File: src/rtl/series_arb_pkg.sv
// Shared types and default sizing for the series-engine arbiter.
package series_arb_pkg;

  localparam int unsigned DEF_NREQ   = 4;
  localparam int unsigned DEF_XW     = 16;
  localparam int unsigned DEF_RW     = 16;
  localparam int unsigned DEF_WD_CYC = 8;
  localparam int unsigned ID_W       = $clog2(DEF_NREQ);

  typedef enum logic [2:0] {
    ST_IDLE      = 3'd0,
    ST_LAUNCH    = 3'd1,
    ST_WAIT_BUSY = 3'd2,
    ST_WAIT_DONE = 3'd3,
    ST_RESP      = 3'd4
  } arb_state_t;

  // Next round-robin position after id, wrapping at n.
  function automatic int unsigned rr_next(input int unsigned id, input int unsigned n);
    return (id + 1 >= n) ? 0 : id + 1;
  endfunction

endpackage

File: src/rtl/series_engine_arbiter_rr_picker.sv
// Combinational round-robin picker: first pending requester at or after the pointer.
module rr_picker
  import series_arb_pkg::*;
#(
  parameter int unsigned NREQ   = DEF_NREQ,
  parameter int unsigned PID_W  = ID_W
) (
  input  logic [NREQ-1:0]  i_req_valid,
  input  logic [PID_W-1:0] i_rr_ptr,
  output logic             o_any_c,
  output logic [PID_W-1:0] o_winner_c,
  output logic [NREQ-1:0]  o_grant_c
);

  int unsigned w_idx;

  assign o_any_c = |i_req_valid;

  // Scan from farthest to nearest offset so the nearest pending request wins.
  always_comb begin
    w_idx      = 0;
    o_winner_c = '0;
    o_grant_c  = '0;
    for (int k = int'(NREQ) - 1; k >= 0; k--) begin
      w_idx = 32'(i_rr_ptr) + unsigned'(k);
      if (w_idx >= NREQ) w_idx = w_idx - NREQ;
      if (i_req_valid[PID_W'(w_idx)]) o_winner_c = PID_W'(w_idx);
    end
    o_grant_c[o_winner_c] = o_any_c;
  end

endmodule

File: src/rtl/series_engine_arbiter.sv
// Shares one series-evaluation engine among NREQ requesters, one job at a time.
module series_engine_arbiter
  import series_arb_pkg::*;
#(
  parameter int unsigned NREQ   = DEF_NREQ,
  parameter int unsigned XW     = DEF_XW,
  parameter int unsigned RW     = DEF_RW,
  parameter int unsigned WD_CYC = DEF_WD_CYC
) (
  input  logic                 clk,
  input  logic                 rst,
  input  logic [NREQ-1:0]      req_valid,
  input  logic [NREQ*XW-1:0]   req_x,
  output logic [NREQ-1:0]      req_ready,
  output logic [NREQ-1:0]      resp_valid,
  output logic [RW-1:0]        resp_result,
  output logic                 resp_err,
  input  logic [NREQ-1:0]      resp_ready,
  output logic                 eng_start,
  output logic [XW-1:0]        eng_x,
  input  logic                 eng_done,
  input  logic [RW-1:0]        eng_result,
  output logic                 busy
);

  localparam int unsigned IDW = (NREQ > 1) ? $clog2(NREQ) : 1;
  localparam int unsigned WDW = $clog2(WD_CYC + 1);

  arb_state_t       r_state;
  logic [IDW-1:0]   r_rr_ptr;
  logic [IDW-1:0]   r_id_q;
  logic [XW-1:0]    r_x_q;
  logic [RW-1:0]    r_res_q;
  logic             r_err_q;
  logic [WDW-1:0]   r_wd_cnt;
  logic             r_eng_start;
  logic             r_busy;
  logic [NREQ-1:0]  r_resp_valid;

  logic             w_any;
  logic [IDW-1:0]   w_winner;
  logic [NREQ-1:0]  w_grant;
  logic             w_accept;
  logic [XW-1:0]    w_sel_x;

  rr_picker #(
    .NREQ  (NREQ),
    .PID_W (IDW)
  ) u_picker (
    .i_req_valid (req_valid),
    .i_rr_ptr    (r_rr_ptr),
    .o_any_c     (w_any),
    .o_winner_c  (w_winner),
    .o_grant_c   (w_grant)
  );

  // Accept only from IDLE while the engine reports idle.
  assign w_accept = (r_state == ST_IDLE) && w_any && eng_done;

  // Select the winner's operand slice.
  always_comb begin
    w_sel_x = '0;
    for (int i = 0; i < int'(NREQ); i++) begin
      if (w_winner == IDW'(i)) w_sel_x = req_x[i*XW +: XW];
    end
  end

  assign req_ready   = w_accept ? w_grant : '0;
  assign resp_valid  = r_resp_valid;
  assign resp_result = r_res_q;
  assign resp_err    = r_err_q;
  assign eng_start   = r_eng_start;
  assign eng_x       = r_x_q;
  assign busy        = r_busy;

  // Job controller: accept, launch, watch engine, hold response until accepted.
  always_ff @(posedge clk or posedge rst) begin
    if (rst) begin
      r_state      <= ST_IDLE;
      r_rr_ptr     <= '0;
      r_id_q       <= '0;
      r_x_q        <= '0;
      r_res_q      <= '0;
      r_err_q      <= 1'b0;
      r_wd_cnt     <= '0;
      r_eng_start  <= 1'b0;
      r_busy       <= 1'b0;
      r_resp_valid <= '0;
    end else begin
      case (r_state)
        ST_IDLE: begin
          if (w_accept) begin
            r_x_q       <= w_sel_x;
            r_id_q      <= w_winner;
            r_rr_ptr    <= IDW'(rr_next(32'(w_winner), NREQ));
            r_eng_start <= 1'b1;
            r_busy      <= 1'b1;
            r_state     <= ST_LAUNCH;
          end
        end
        ST_LAUNCH: begin
          r_eng_start <= 1'b0;
          r_wd_cnt    <= '0;
          r_state     <= ST_WAIT_BUSY;
        end
        ST_WAIT_BUSY: begin
          if (!eng_done) begin
            r_state <= ST_WAIT_DONE;
          end else if (r_wd_cnt == WDW'(WD_CYC - 1)) begin
            r_res_q      <= '0;
            r_err_q      <= 1'b1;
            r_resp_valid <= NREQ'(1) << r_id_q;
            r_state      <= ST_RESP;
          end else begin
            r_wd_cnt <= r_wd_cnt + WDW'(1);
          end
        end
        ST_WAIT_DONE: begin
          if (eng_done) begin
            r_res_q      <= eng_result;
            r_err_q      <= 1'b0;
            r_resp_valid <= NREQ'(1) << r_id_q;
            r_state      <= ST_RESP;
          end
        end
        ST_RESP: begin
          if (resp_ready[r_id_q]) begin
            r_resp_valid <= '0;
            r_busy       <= 1'b0;
            r_state      <= ST_IDLE;
          end
        end
        default: begin
          r_eng_start  <= 1'b0;
          r_busy       <= 1'b0;
          r_resp_valid <= '0;
          r_state      <= ST_IDLE;
        end
      endcase
    end
  end

endmodule

File: config.mk
export PLATFORM = sky130hd
export DESIGN_NAME = series_engine_arbiter
export DESIGN_NICKNAME = d
export VERILOG_FILES = /design/src/rtl/series_arb_pkg.sv /design/src/rtl/series_engine_arbiter_rr_picker.sv /design/src/rtl/series_engine_arbiter.sv
export SDC_FILE = /design/constraint.sdc
export NUM_CORES = 1
export LEC_CHECK = 0
export ABC_AREA = 1
export BUFFER_PORTS_ARGS = -buffer_cell sky130_fd_sc_hd__buf_2
export CORE_ASPECT_RATIO = 0.9
export CORE_UTILIZATION = 30
export CTS_BUF_LIST = sky130_fd_sc_hd__clkbuf_2
export DETAILED_ROUTE_END_ITERATION = 8
export GPL_TIMING_DRIVEN = 0
export PLACE_DENSITY_LB_ADDON = 0.25
export SETUP_SLACK_MARGIN = 0.4
export SYNTH_ARGS = -nofsm -noshare
export SYNTH_HDL_FRONTEND = slang
export SYNTH_HIERARCHICAL = 1
export SYNTH_SLANG_ARGS = --single-unit
File: constraint.sdc
create_clock -name clk -period 3.3 [get_ports clk]
set_clock_uncertainty 0.05 [all_clocks]
set_input_delay 0.33 -clock clk [delete_from_list [all_inputs] [get_ports clk]]
set_output_delay 0.33 -clock clk [all_outputs]
set_load 0.05 [all_outputs]
==> impl_metrics.yaml <==
run_status:
  status: "finished, final reports clean"
power_and_ir_drop:
  netSwitchingPower_mw: 2.72
  p_per_area_nw_per_um2: 1180
  internal-power_mw: 1.98
  switching_share_pct: 57.9
  p_leak_nw: 2.36
  ir_drop_mv: 0.622
  power_frac_seq_pct: 22.2
  power_frac_comb_pct: 72.9
  clockPowerShare_pct: 4.9
global_routing:
  overflow: 0
  grt_pass1_wl_um: 14000
  grt_pass1_vias: 3186
  antenna_found_initial: 0
  grt_start_max_net_pins: 35
  grt_usage_pct: 16.2
placed_design:
  io_buffers: 132
  gp_congestion: 0.839
  hpwlAfterDp_um: 6550
  dp_slack_ns: 0.607
clocking:
  cts.sinks: 50
  clkLatencyLatePin_ns: 0.41
  cts_buffers: 5
  clk_pin_slew_ns: 0.24
  cts_tree: "built"
  root_buffer: "clkbuf_2"
  htreeDepth: 2
  cts_buffer_depth: 2
min_path:
  min_path_type: "input pin to flip-flop"
floorplanning:
  die-area_sq_um: 10700
  die_x_um: 109
  rows: 34
  core_area_sq_um: 9830
  start_util_pct: 31.4
  num_io_pins: 134
  die_h_um: 98.2
final_layout:
  fill_cells: 1086
  diodes: 0
  area_growth_pct: 29.2
  finalNetCount: 679
  drive_above_1_share_pct: 33.4
logic_synthesis:
  synth-edff-count: 0
  syn_area_sq_um: 3090
  synthCells: 441
  ys_top_cells_by_count: "nand2_1, dfrtp_1, nand3_1"
  synth_seq_area_share_pct: 40.6
  yosysWarnings: 6
  postSynth.asyncResetShare_pct: 100
  yosysMostFrequentCell: "nand2_1"
  yosysUniqueCellTypes: 29
  synth_ff_type: "dfrtp_1"
  synth-seq-cells: 50
  postSynthAreaPerCell_sq_um: 7.00
  netlist.area_leader.share_pct: 40.6
  yosys-top-cells-area: "dfrtp_1, nand2_1, nand3_1"
  synth_nets: 537
  yosys.area.top_type: "dfrtp_1"
drt:
  vias_per_cell: 4.47
  vias: 3171
  firstDrtPassIters: 4
  drc: 0
  routed_wl_um: 8090
  drt_iter0_drc: 114
  wl_per_cell_um: 11.4
  ant_nets: 0
critical_path:
  cp-end-kind: "primary output"
  crit_type: "flip-flop to primary output"
  cp.arrival_ns: 2.21
  startpoint_type: "flip-flop"
  cp_max_fo: 10
  critPathRequiredTime_ns: 2.92
sta:
  fin_crit_sh_pct: 78.5
  tightest_slew_ns: 0.431
  fin_ws_ns: 0.708
  finalHoldViolations: 0
  min_period_ns: 2.59
  maxSlewViolCount: 0
  slew_headroom_pct: 71.3
  max_freq_mhz: 386
  tns_ns: 0
  rsz0062_at_grt: "yes"
  setup_viol: 0
job:
  maxCapViolations: 0
## worst paths after layout
check	cells past startpoint	startpoint	slack [ns]	endpoint
min	3	eng_result[2]	0.08	resp_result[2]
max in group asynchronous	4	rst	2.32	resp_valid[1]
min reg2reg	2	busy	0.45	busy
max	13	r_rr_ptr[0]	0.71	req_ready[3]
min in group asynchronous	3	rst	0.36	eng_x[5]
max reg2reg	16	r_rr_ptr[0]	0.71	eng_x[4]
## logic make-up (layout without fill, tap and decap cells)
kind of cell	count (synthesis)	after routing	synth area share [%]
buffers and inverters	52	194	7.50
adders and majority gates	5	5	2.03
DFF	50	50	40.6
xor gates and xnor gates	2	2	0.568
and+or+nand+nor	284	284	39.9
AOI/OAI and AO/OA	47	47	9.08
muxes	1	1	0.324
## per-layer routing
metal / global-route usage (%) / wire, um
met1: 19.4 / 3620
met2: 28.7 / 3820
met3: 3.67 / 553
met4: 4.26 / 97
met5: 0 / 0
## repair_timing
item,in CTS,in global routing
endpoints found under the hold margin,16,0
buffers inserted,0,1
resized for setup,0,12
setup endpoints to repair,0,12
hold buffers,1,0
## worst max-delay path, stage by stage (launching register included)
cell and delay (ns):
dfrtp_2 0.50, buf_6 0.15, nand2_2 0.08, nand3_1 0.14, nand2_1 0.10, nand3_1 0.06
nand2_1 0.07, nand2_2 0.07, nand2_4 0.11, inv_2 0.04, nor2_2 0.06, inv_1 0.04
nor2_1 0.09, buf_2 0.27
## through the flow
step	cell area [sq um]	utilization (%)	hold WS, ns	power, mW	cells
floorplan	3090	-	0.421	3.70	441
global placement	3900	39.7	0.406	4.42	699
detailed placement	3920	39.9	0.284	4.45	700
CTS	3970	40.4	0.0250	4.71	708
global route	3990	40.6	0.0227	5.21	709
finish	3990	40.6	0.0755	4.70	709
## power by group through the flow
stage          Sequential (mW)  Combinational, mW  Clock (mW)
2_1_floorplan             1.73               1.97           0
3_3_place_gp              1.04               3.37           0
3_5_place_dp              1.05               3.40           0
4_1_cts                   1.04               3.41       0.256
5_1_grt                   1.08               3.86       0.275
6_report                  1.04               3.43       0.231
## placed cells by master, fill, tap and decap left out, drive strengths merged
cell type | synthesis | final
nand2 | 223 | 223
buf | 15 | 149
dfrtp | 50 | 50
nand3 | 38 | 38
inv | 32 | 32
a21oi | 18 | 18
nor2 | 18 | 18
o211ai | 16 | 16
o21ai | 11 | 11
clkbuf | 4 | 9
ha | 5 | 5
nor3 | 3 | 3
clkinv | 1 | 3
xor2 | 2 | 2
nand4 | 2 | 2
mux2i | 1 | 1
o31ai | 1 | 1
o21a | 1 | 1
dlygate4sd3 | 0 | 1
## area by class of cell
type                    instances  area, sq um  area share, %
plain buffers                  19          111           2.79
multi-input cells             339         1600           40.2
inverters                      33          126           3.17
repair buffers                135          701           17.6
well taps                     126          158           3.95
clock buffers                   5         25.0          0.628
clock inverters                 2         10.0          0.251
flip-flops and latches         50         1250           31.4
## flip-flops by register name, indices dropped and copies added, names as in the netlist
name	cells
r_id_q	2
resp_valid	4
r_state	3
eng_start	1
r_wd_cnt	4
resp_result	16
resp_err	1
eng_x	16
busy	1
r_rr_ptr	2
No activity file was read; power rests on OpenSTA's default activity.
